$ cat config.mk
export PLATFORM = sky130hd
export DESIGN_NAME = x_delay_decode_flat
export DESIGN_NICKNAME = d
export VERILOG_FILES = /design/src/rtl/x_delay_decode_if.sv /design/src/rtl/x_delay_decode.sv /design/src/flat_wrapper.sv
export SDC_FILE = /design/constraint.sdc
export NUM_CORES = 1
export LEC_CHECK = 0
export ABC_CLOCK_PERIOD_IN_PS = 2600
export CORE_UTILIZATION = 55
export CTS_CLUSTER_DIAMETER = 60
export CTS_CLUSTER_SIZE = 25
export DETAILED_ROUTE_END_ITERATION = 16
export PLACE_DENSITY = 0.91
export SYNTH_ARGS = -nofsm -noshare
export SYNTH_HDL_FRONTEND = slang
export SYNTH_SLANG_ARGS = --single-unit
$ cat constraint.sdc
create_clock -name i_clk -period 2.6 [get_ports i_clk]
set_clock_uncertainty 0.05 [all_clocks]
set_input_delay 0.39 -clock i_clk [delete_from_list [all_inputs] [get_ports i_clk]]
set_output_delay 0.39 -clock i_clk [all_outputs]
set_load 0.005 [all_outputs]
$ cat src/rtl/x_delay_decode_if.sv
// ============================================================================
// Module      : x_delay_decode_if
// Description : Bus bundle between the delay-line decoder and its environment.
//               Carries the raw snapshot, start pulse, result handshake and
//               the measurement result fields.
//               slave  modport : used by x_delay_decode
//               master modport : used by the sampler/readout side
// Revision    : 1.0 - initial release
// ============================================================================
`default_nettype none

interface x_delay_decode_if #(
    parameter int LOG2_SAMPLES = 4
) ();
    logic [31:0]               i_data;     // raw sampler snapshot, every cycle
    logic                      i_start;    // begin a measurement (idle only)
    logic                      i_ready;    // consumer accepts the result
    logic                      o_busy;     // measurement in progress
    logic                      o_valid;    // result valid
    logic [6+LOG2_SAMPLES-1:0] o_sum;      // sum of positions
    logic [5:0]                o_avg;      // truncated mean position
    logic [5:0]                o_min;      // minimum position
    logic [5:0]                o_max;      // maximum position
    logic [LOG2_SAMPLES:0]     o_bubbles;  // non-monotonic snapshot count

    modport slave (
        input  i_data, i_start, i_ready,
        output o_busy, o_valid, o_sum, o_avg, o_min, o_max, o_bubbles
    );

    modport master (
        output i_data, i_start, i_ready,
        input  o_busy, o_valid, o_sum, o_avg, o_min, o_max, o_bubbles
    );
endinterface

`default_nettype wire

$ cat src/rtl/x_delay_decode.sv
// ============================================================================
// Module      : x_delay_decode
// Description : Decodes 32-bit delay-line snapshots into an edge position
//               (0..32) and accumulates sum/min/max/bubble count over a
//               triggered window of 2^LOG2_SAMPLES snapshots. The result is
//               offered behind a valid/ready handshake.
//               Ports: i_clk, i_rst_n (async active-low),
//                      bus (x_delay_decode_if.slave): i_data, i_start,
//                      i_ready, o_busy, o_valid, o_sum, o_avg, o_min,
//                      o_max, o_bubbles
//               Option: define DL_BUBBLE_FIX_EN to report pos = popcount(t)
//                       instead of the lowest-zero index.
// Revision    : 1.0 - initial release
// ============================================================================
`default_nettype none

module x_delay_decode #(
    parameter int LOG2_SAMPLES = 4,
    parameter int FLUSH_CYCLES = 3
) (
    input  wire logic           i_clk,
    input  wire logic           i_rst_n,
    x_delay_decode_if.slave     bus
);

    localparam int c_NSAMP   = 1 << LOG2_SAMPLES;
    localparam int c_SUM_W   = 6 + LOG2_SAMPLES;
    localparam int c_BUB_W   = LOG2_SAMPLES + 1;
    localparam int c_CNT_MAX = (FLUSH_CYCLES > c_NSAMP) ? FLUSH_CYCLES : c_NSAMP;
    localparam int c_CNT_W   = $clog2(c_CNT_MAX + 1);
    localparam int c_FLUSH_LD = (FLUSH_CYCLES > 0) ? FLUSH_CYCLES - 1 : 0;

    localparam logic [1:0] c_IDLE  = 2'd0;
    localparam logic [1:0] c_FLUSH = 2'd1;
    localparam logic [1:0] c_ACCUM = 2'd2;
    localparam logic [1:0] c_DONE  = 2'd3;

    // Odd stages of the delay line are inverting, so flip them to get a
    // thermometer code where 1 means "already carries the new level".
    localparam logic [31:0] c_ODD_MASK = 32'hAAAA_AAAA;

    // ------------------------------------------------------------------
    // Decode pipeline
    // ------------------------------------------------------------------
    logic [31:0] t_q;
    logic [5:0]  pos_q, pos_d;
    logic        bubble_q, bubble_d;
    logic [5:0]  w_lz;
    logic        w_found;
    logic [5:0]  w_pop;

    always_comb begin
        w_lz    = 6'd32;
        w_found = 1'b0;
        w_pop   = 6'd0;
        for (int k = 0; k < 32; k++) begin
            if (!w_found && !t_q[k]) begin
                w_lz    = 6'(k);
                w_found = 1'b1;
            end
            w_pop = w_pop + {5'd0, t_q[k]};
        end
        // Adding one clears the run of trailing ones and sets the lowest
        // zero; the AND then leaves only the bits above the lowest zero.
        bubble_d = |(t_q & (t_q + 32'd1));
`ifdef DL_BUBBLE_FIX_EN
        pos_d    = w_pop;
`else
        pos_d    = w_lz;
`endif
    end

    always_ff @(posedge i_clk or negedge i_rst_n) begin
        if (!i_rst_n) begin
            t_q      <= 32'd0;
            pos_q    <= 6'd0;
            bubble_q <= 1'b0;
        end else begin
            t_q      <= bus.i_data ^ c_ODD_MASK;
            pos_q    <= pos_d;
            bubble_q <= bubble_d;
        end
    end

    // ------------------------------------------------------------------
    // Window control and accumulation
    // ------------------------------------------------------------------
    logic [1:0]          state_q, state_d;
    logic [c_CNT_W-1:0]  cnt_q, cnt_d;
    logic [c_SUM_W-1:0]  acc_sum_q, acc_sum_d, w_sum_nxt;
    logic [5:0]          acc_min_q, acc_min_d, w_min_nxt;
    logic [5:0]          acc_max_q, acc_max_d, w_max_nxt;
    logic [c_BUB_W-1:0]  acc_bub_q, acc_bub_d, w_bub_nxt;
    logic [c_SUM_W-1:0]  res_sum_q, res_sum_d;
    logic [5:0]          res_min_q, res_min_d;
    logic [5:0]          res_max_q, res_max_d;
    logic [c_BUB_W-1:0]  res_bub_q, res_bub_d;
    logic                res_seen_q, res_seen_d;

    assign w_sum_nxt = acc_sum_q + c_SUM_W'(pos_q);
    assign w_min_nxt = (pos_q < acc_min_q) ? pos_q : acc_min_q;
    assign w_max_nxt = (pos_q > acc_max_q) ? pos_q : acc_max_q;
    assign w_bub_nxt = acc_bub_q + c_BUB_W'(bubble_q);

    always_comb begin
        state_d    = state_q;
        cnt_d      = cnt_q;
        acc_sum_d  = acc_sum_q;
        acc_min_d  = acc_min_q;
        acc_max_d  = acc_max_q;
        acc_bub_d  = acc_bub_q;
        res_sum_d  = res_sum_q;
        res_min_d  = res_min_q;
        res_max_d  = res_max_q;
        res_bub_d  = res_bub_q;
        res_seen_d = res_seen_q;
        case (state_q)
            c_IDLE: begin
                if (bus.i_start) begin
                    acc_sum_d = '0;
                    acc_min_d = 6'd32;
                    acc_max_d = 6'd0;
                    acc_bub_d = '0;
                    if (FLUSH_CYCLES == 0) begin
                        state_d = c_ACCUM;
                        cnt_d   = c_CNT_W'(c_NSAMP - 1);
                    end else begin
                        state_d = c_FLUSH;
                        cnt_d   = c_CNT_W'(c_FLUSH_LD);
                    end
                end
            end
            c_FLUSH: begin
                if (cnt_q == '0) begin
                    state_d = c_ACCUM;
                    cnt_d   = c_CNT_W'(c_NSAMP - 1);
                end else begin
                    cnt_d   = cnt_q - 1'b1;
                end
            end
            c_ACCUM: begin
                acc_sum_d = w_sum_nxt;
                acc_min_d = w_min_nxt;
                acc_max_d = w_max_nxt;
                acc_bub_d = w_bub_nxt;
                if (cnt_q == '0) begin
                    // Publish including the final sample in the same edge.
                    state_d    = c_DONE;
                    res_sum_d  = w_sum_nxt;
                    res_min_d  = w_min_nxt;
                    res_max_d  = w_max_nxt;
                    res_bub_d  = w_bub_nxt;
                    res_seen_d = 1'b1;
                end else begin
                    cnt_d = cnt_q - 1'b1;
                end
            end
            default: begin // c_DONE
                if (bus.i_ready) begin
                    state_d = c_IDLE;
                end
            end
        endcase
    end

    always_ff @(posedge i_clk or negedge i_rst_n) begin
        if (!i_rst_n) begin
            state_q    <= c_IDLE;
            cnt_q      <= '0;
            acc_sum_q  <= '0;
            acc_min_q  <= 6'd32;
            acc_max_q  <= 6'd0;
            acc_bub_q  <= '0;
            res_sum_q  <= '0;
            res_min_q  <= 6'd32;
            res_max_q  <= 6'd0;
            res_bub_q  <= '0;
            res_seen_q <= 1'b0;
        end else begin
            state_q    <= state_d;
            cnt_q      <= cnt_d;
            acc_sum_q  <= acc_sum_d;
            acc_min_q  <= acc_min_d;
            acc_max_q  <= acc_max_d;
            acc_bub_q  <= acc_bub_d;
            res_sum_q  <= res_sum_d;
            res_min_q  <= res_min_d;
            res_max_q  <= res_max_d;
            res_bub_q  <= res_bub_d;
            res_seen_q <= res_seen_d;
        end
    end

    assign bus.o_busy    = (state_q == c_FLUSH) || (state_q == c_ACCUM);
    assign bus.o_valid   = (state_q == c_DONE);
    assign bus.o_sum     = res_sum_q;
    assign bus.o_avg     = res_sum_q[LOG2_SAMPLES +: 6];
    // The internal minimum idles at 32; the port shows 0 until a result exists.
    assign bus.o_min     = res_seen_q ? res_min_q : 6'd0;
    assign bus.o_max     = res_max_q;
    assign bus.o_bubbles = res_bub_q;

endmodule

`default_nettype wire

$ cat src/flat_wrapper.sv
// flat-port wrapper written by rule: the top's interface ports become plain ports
module x_delay_decode_flat 
#(
    parameter int LOG2_SAMPLES = 4,
    parameter int FLUSH_CYCLES = 3
)
  (i_clk, i_rst_n, bus_i_data, bus_i_start, bus_i_ready, bus_o_busy, bus_o_valid, bus_o_sum, bus_o_avg, bus_o_min, bus_o_max, bus_o_bubbles);
  x_delay_decode_if #(.LOG2_SAMPLES(LOG2_SAMPLES)) bus_i ();
  input  wire logic i_clk;
  input  wire logic i_rst_n;
  input wire logic [$bits(bus_i.i_data)-1:0] bus_i_data;
  input wire logic [$bits(bus_i.i_start)-1:0] bus_i_start;
  input wire logic [$bits(bus_i.i_ready)-1:0] bus_i_ready;
  output wire logic [$bits(bus_i.o_busy)-1:0] bus_o_busy;
  output wire logic [$bits(bus_i.o_valid)-1:0] bus_o_valid;
  output wire logic [$bits(bus_i.o_sum)-1:0] bus_o_sum;
  output wire logic [$bits(bus_i.o_avg)-1:0] bus_o_avg;
  output wire logic [$bits(bus_i.o_min)-1:0] bus_o_min;
  output wire logic [$bits(bus_i.o_max)-1:0] bus_o_max;
  output wire logic [$bits(bus_i.o_bubbles)-1:0] bus_o_bubbles;
  assign bus_i.i_data = bus_i_data;
  assign bus_i.i_start = bus_i_start;
  assign bus_i.i_ready = bus_i_ready;
  assign bus_o_busy = bus_i.o_busy;
  assign bus_o_valid = bus_i.o_valid;
  assign bus_o_sum = bus_i.o_sum;
  assign bus_o_avg = bus_i.o_avg;
  assign bus_o_min = bus_i.o_min;
  assign bus_o_max = bus_i.o_max;
  assign bus_o_bubbles = bus_i.o_bubbles;
  x_delay_decode #(.LOG2_SAMPLES(LOG2_SAMPLES), .FLUSH_CYCLES(FLUSH_CYCLES)) u_core (.i_clk(i_clk), .i_rst_n(i_rst_n), .bus(bus_i));
endmodule
==> impl_metrics.env, run 1 <==
export IMPL_status="completed"
export IMPL_start_util=0.570
export IMPL_post_route_period_util=0.906
export IMPL_grt_pass1_wl_um=18100
export IMPL_maxCapViolCount=0
export IMPL_syn_num_nets=546
export IMPL_io_buffers=70
export IMPL_groute_usage_overall=0.239
export IMPL_path_buf_inv=1
export IMPL_postCtsSetupBuffers=0
export IMPL_cp_start_kind="register"
export IMPL_path_max_fanout=8
export IMPL_vias=3901
export IMPL_layout_nets=614
export IMPL_antenna_found_initial=0
export IMPL_dpl_cell_area_um2=5750
export IMPL_worst_pin_slew_ns=0.891
export IMPL_cts_sinks=101
export IMPL_setup_tns_ns=0
export IMPL_synth_adder_area_share=0.0644
export IMPL_yosysWarningCount=0
export IMPL_drt_iter0_drc=215
export IMPL_grt_max_degree=50
export IMPL_relSlewSlack=0.389
export IMPL_crit_slowest_cell="dfrtp_1"
export IMPL_first_pass_iters=5
export IMPL_fp_dieH_um=97.1
export IMPL_syn_avg_cell_area_um2=10.3
export IMPL_stdcell_area_um2=5930
export IMPL_yosys_area_share_simple=0.139
export IMPL_dp_hpwl_um=7930
export IMPL_synth_area_leader_cell="dfrtp_1"
export IMPL_wirelength_um=10400
export IMPL_ys_ff_latch=101
export IMPL_ys_flop_type="dfrtp_1"
export IMPL_min_path_type="primary input to asynchronous set/reset pin"
export IMPL_cp_end_kind="register"
export IMPL_synth_top_family_by_area="compound AO/OA/AOI/OAI gates"
export IMPL_gr_total_overflow=0
export IMPL_cts_resized=0
export IMPL_drc=0
export IMPL_p_leak_nw=2.68
export IMPL_clk_latency_ns=0.37
export IMPL_clk_pin_slew_ns=0.09
export IMPL_drv_slew=0
export IMPL_cp_cell_sequence="inv_1, ha_1, a2111o_1, a31o_1, a21oi_4, o21ai_1, a22o_1"
export IMPL_num_fill_cells=642
export IMPL_rr_worst_depth=7
export IMPL_criticalPathCategory="register to register"
export IMPL_r2r_end="u_core.acc_min_q[3]"
export IMPL_holdWs_ns=0.376
export IMPL_max_clock_freq_ghz=0.424
export IMPL_power_density_nw_per_um2=824
export IMPL_postCtsHoldBufs=1
export IMPL_vdd_drop_max_v=0.000377
export IMPL_arrival_ns=2.56
export IMPL_root_buffer="clkbuf_8"
export IMPL_area_growth_pct=19.3
export IMPL_io_pins=71
export IMPL_diodes=0
export IMPL_finalPower_w=0.00489
export IMPL_netlist_instances=485
export IMPL_grt_pass1_vias=3888
export IMPL_reg2reg_slack_ns=0.24
export IMPL_clk_path_buf_depth=2
export IMPL_worstPathRequired_ns=2.80
export IMPL_die_w_um=97.1
export IMPL_synthDistinctLibCells=60
export IMPL_cts_buffers=9
export IMPL_synth_area_leaders="dfrtp_1 50%, ha_1 6.0%, o21ai_0 4.7%"
export IMPL_setup_viol=0
export IMPL_core_um2=8720
export IMPL_gp_congestion=0.936
export IMPL_critical_path_top_delay_family="compound AO/OA/AOI/OAI gates"
export IMPL_final_antenna_net_count=0
export IMPL_synth_compound_area_frac=0.181
export IMPL_cts_tree="built"
export IMPL_wl_per_cell_um=15.7
export IMPL_netlist_area_leader_share=0.498
export IMPL_min_period_ns=2.36
export IMPL_hold_viol_final=0
export IMPL_ys_seq_area_frac=0.509
export IMPL_rsz0062_at_grt="no"
export IMPL_r2r_start="u_core.acc_min_q[1]"
export IMPL_synth_xor_area_share=0.0158
export IMPL_via_per_inst=5.86
export IMPL_drive_above_1_share=0.0645
export IMPL_slowest_delay_ns=0.39
export IMPL_htreeDepth=3
export IMPL_synth_edf_count=0
export IMPL_synthesis_area_um2=4970
export IMPL_dieArea_um2=9430
export IMPL_synth_area_mux_share=0.0395
export IMPL_async_flop_share=1.00
export IMPL_placementRows=34
-- cell families (layout without fill, tap and decap cells) --
logic type,count (synthesis),in the layout
AO/OA/AOI/OAI,134,134
XOR/XNOR,9,9
adder cells (fa/ha/maj),25,25
buffers and inverters,60,133
flip-flops,101,101
multiplexers,19,19
AND/OR/NAND/NOR,137,137
-- registers in the layout (all words and copies together), names as in the netlist --
register / flops
u_core.acc_min_q: 6
u_core.cnt_q: 5
u_core.res_seen_q: 1
u_core.pos_q: 6
u_core.t_q: 32
u_core.acc_max_q: 6
u_core.bus.o_sum: 10
u_core.res_min_q: 6
u_core.acc_sum_q: 10
u_core.state_q: 2
u_core.bus.o_max: 6
u_core.acc_bub_q: 5
u_core.bus.o_bubbles: 5
u_core.bubble_q: 1
-- power by group --
group          switching (W)  leakage [nW]  internal [W]
logic                0.00104          1.31      0.000909
registers           0.000211          1.28       0.00186
clock network       0.000514        0.0795      0.000350
total                0.00177          2.68       0.00312
-- through the flow --
step	utilization	cells	setup WS, ns
2_1_floorplan	-	485	0.436
3_3_place_gp	0.660	649	0.426
3_5_place_dp	0.660	649	0.309
4_1_cts	0.680	666	0.256
5_1_grt	0.680	666	0.159
6_report	0.680	666	0.243
-- cells in the mapped netlist, types with 5 or more instances --
| master | n |
|---|---|
| a21oi_1 | 12 |
| a22o_1 | 18 |
| and2_1 | 8 |
| buf_4 | 6 |
| clkbuf_1 | 11 |
| dfrtp_1 | 99 |
| ha_1 | 24 |
| inv_1 | 41 |
| mux2_2 | 5 |
| mux2i_1 | 14 |
| nand2_1 | 53 |
| nand2b_1 | 6 |
| nand3_1 | 10 |
| nand4_1 | 9 |
| nor2_1 | 22 |
| nor3_1 | 6 |
| nor4_1 | 5 |
| o21a_1 | 7 |
| o21ai_0 | 47 |
| o31ai_1 | 5 |
| xnor2_1 | 5 |
-- metal layers --
metal,up-vias,global-route usage,wire (µm)
met1,1872,0.288,4190
li1,1849,-,-
met5,-,0,0
met3,27,0.0619,591
met4,0,0.0964,284
met2,153,0.407,5380
-- layout by cell type (no fill, tap or decap), types with 5 or more instances in the layout --
cell	synthesis	final
buf_4	6	5
mux2i_1	14	14
ha_1	24	24
clkdlybuf4s50_1	0	69
nor4_1	5	5
nor2_1	22	22
o21ai_0	47	47
dfrtp_1	99	99
inv_1	41	41
nor3_1	6	6
o21a_1	7	7
and2_1	8	8
mux2_2	5	5
a21oi_1	12	12
nand3_1	10	10
a22o_1	18	18
nand2b_1	6	6
nand4_1	9	9
xnor2_1	5	5
clkbuf_8	0	9
nand2_1	53	53
o31ai_1	5	5
-- area by class of cell --
cell class / instances / area [µm²] / share of cell area
clock buffer: 11 / 131 / 0.0221
clock inverter: 5 / 37.5 / 0.00633
inverter: 41 / 154 / 0.0259
multi-input combinational: 324 / 2190 / 0.369
sequential: 101 / 2530 / 0.426
tap: 108 / 135 / 0.0228
timing repair buffer: 76 / 758 / 0.128
-- worst max-delay path by stage --
| stage | startpoint | end | slack (ns) | cells past startpoint |
|---|---|---|---|---|
| floorplan | u_core.pos_q[1] | u_core.acc_max_q[0] | 0.44 | 8 |
| global placement | u_core.acc_min_q[1] | u_core.acc_min_q[4] | 0.43 | 7 |
| detailed placement | u_core.acc_min_q[1] | u_core.acc_min_q[3] | 0.31 | 7 |
| CTS | u_core.acc_min_q[1] | u_core.acc_min_q[3] | 0.26 | 7 |
| global route | u_core.acc_min_q[1] | u_core.acc_min_q[3] | 0.16 | 7 |
| finish | u_core.acc_min_q[1] | u_core.acc_min_q[3] | 0.24 | 7 |
(Power assumes the default switching activity.)
==> inputs of run 2 (changes only) <==
--- a/config.mk
+++ b/config.mk
@@ -10,7 +10,8 @@
 export CTS_CLUSTER_DIAMETER = 60
 export CTS_CLUSTER_SIZE = 25
 export DETAILED_ROUTE_END_ITERATION = 16
-export PLACE_DENSITY = 0.91
+export DONT_BUFFER_PORTS = 1
+export PLACE_DENSITY = 0.81
 export SYNTH_ARGS = -nofsm -noshare
 export SYNTH_HDL_FRONTEND = slang
 export SYNTH_SLANG_ARGS = --single-unit
==> run 2 against run 1 <==
- the run now ends with negative hold slack left
- worst setup slack got worse by 0.022 ns
- global-route usage fell by 2.7 points
- die area did not move
- combinational power fell by 20%
- core utilization fell by 5.5 points
- sequential share of layout area rose by 3.8 points
- cell count fell by 8.3%
- critical endpoint is now u_core.acc_min_q[1]
==> impl_metrics.env, run 2 (synthesis results as in run 1) <==
export IMPL_status="finished with violations"
export IMPL_violations="negative hold slack"
export IMPL_max_clock_freq_ghz=0.420
export IMPL_cts_tree="built"
export IMPL_cts_sinks=101
export IMPL_cp_start_kind="register"
export IMPL_postCtsSetupBuffers=0
export IMPL_first_pass_iters=5
export IMPL_grt_max_degree=102
export IMPL_largest_reg_flops=32
export IMPL_clk_path_buf_depth=2
export IMPL_rsz0062_at_grt="no"
export IMPL_setup_viol=0
export IMPL_drt_iter0_drc=220
export IMPL_arrival_ns=2.58
export IMPL_worst_pin_slew_ns=0.549
export IMPL_placementRows=34
export IMPL_layout_nets=559
export IMPL_criticalPathCategory="register to register"
export IMPL_hold_viol_final=101
export IMPL_core_um2=8720
export IMPL_cts_buffers=9
export IMPL_postCtsHoldBufs=16
export IMPL_htreeDepth=3
export IMPL_regMostFlops="u_core.t_q"
export IMPL_grt_pass1_vias=3496
export IMPL_drt_met1_wl_um=4130
export IMPL_grt_pass1_wl_um=16200
export IMPL_wirelength_um=9370
export IMPL_dp_slack_ns=0.255
export IMPL_root_buffer="clkbuf_8"
export IMPL_drive_above_1_share=0.0656
export IMPL_layout_setup_ws_ns=0.222
export IMPL_gp_congestion=0.835
export IMPL_top_layer="met4"
export IMPL_via_per_inst=5.91
export IMPL_wl_per_cell_um=15.3
export IMPL_antenna_found_initial=0
export IMPL_clk_latency_ns=0.36
export IMPL_dr_wl_met3_um=420
export IMPL_groute_usage_overall=0.212
export IMPL_dp_hpwl_um=6630
export IMPL_fp_dieH_um=97.1
export IMPL_cp_end_kind="register"
export IMPL_vdd_drop_max_v=0.000468
export IMPL_io_buffers=0
export IMPL_diodes=0
export IMPL_power_density_nw_per_um2=881
export IMPL_p_leak_nw=2.51
export IMPL_fin_cells=611
export IMPL_worstPathRequired_ns=2.80
export IMPL_min_path_type="primary input to asynchronous set/reset pin"
export IMPL_final_cell_mix="99 x dfrtp_1, 53 x nand2_1, 47 x o21ai_0, 41 x inv_1, 24 x ha_1"
export IMPL_dpl_cell_count=576
export IMPL_clk_pin_slew_ns=0.10
export IMPL_gr_total_overflow=0
export IMPL_min_period_ns=2.38
export IMPL_area_growth_pct=9.58
export IMPL_drc=0
export IMPL_cts_resized=0
export IMPL_final_antenna_net_count=0
export IMPL_vias=3609
export IMPL_fin_util=0.625
export IMPL_io_pins=71
export IMPL_path_max_fanout=8
export IMPL_drv_slew=0
export IMPL_layout_commonest_cell="dfrtp_1"
export IMPL_die_w_um=97.1
export IMPL_maxCapViolCount=0
export IMPL_relSlewSlack=0.633
export IMPL_post_route_period_util=0.915
export IMPL_holdWs_ns=-0.328
export IMPL_finalPower_w=0.00480
export IMPL_dieArea_um2=9430
export IMPL_setup_tns_ns=0
export IMPL_dr_wl_met2_um=4640
export IMPL_start_util=0.570
run 2: cell types whose count changed in the layout (fill, tap and decap cells not counted), sizes merged:
cell	delta
bufinv	+3
buf	-4
clkinv	-1
clkdlybuf4s50	-69
clkbuf	-1
clkinvlp	-1
dlygate4sd3	+18
run 2: where the power goes:
group / internal [W] / switching (W)
registers: 0.00187 / 0.000226
logic: 0.000649 / 0.000908
clock network: 0.000640 / 0.000516
run 2: cell type report:
type | count | area, µm²
fill | 681 | 3270
sequential | 101 | 2530
multi-input combinational | 324 | 2190
timing repair buffer | 21 | 205
inverter | 41 | 154
tap | 108 | 135
clock buffer | 10 | 128
clock inverter | 6 | 111
run 2: worst max-delay path, stage by stage (launching register included):
cell and delay (ns):
dfrtp_1 0.53, ha_1 0.29, a2111o_1 0.37, a31o_1 0.25
a21oi_4 0.33, o21ai_1 0.21, a22o_1 0.24
run 2: path summary, 6_finish.rpt:
kind	endpoint	slack (ns)	start	cells past startpoint
setup / recovery	u_core.acc_min_q[1]	0.22	u_core.pos_q[1]	6
hold / removal	u_core.res_min_q[1]	-0.33	i_rst_n	0
setup reg to reg	u_core.acc_min_q[1]	0.22	u_core.pos_q[1]	6
hold reg to reg	u_core.res_min_q[1]	0.43	u_core.res_min_q[1]	2
max in group asynchronous	u_core.res_min_q[5]	2.65	i_rst_n	0
min in group i_clk	u_core.t_q[1]	0.02	bus_i_data[1]	1
run 2: per-layer routing:
layer | global-route usage | vias to the layer above
met1 | 0.274 | 1727
met4 | 0.0838 | 0
li1 | - | 1740
met5 | 0 | -
met3 | 0.0374 | 18
met2 | 0.355 | 124
run 2: metrics by stage:
| step | hold slack [ns] | instance area [µm²] |
|---|---|---|
| floorplan | 0.0444 | 4970 |
| global placement | 0.0466 | 5020 |
| detailed placement | 0.0467 | 5020 |
| CTS | -0.347 | 5420 |
| global route | -0.359 | 5450 |
| finish | -0.328 | 5450 |
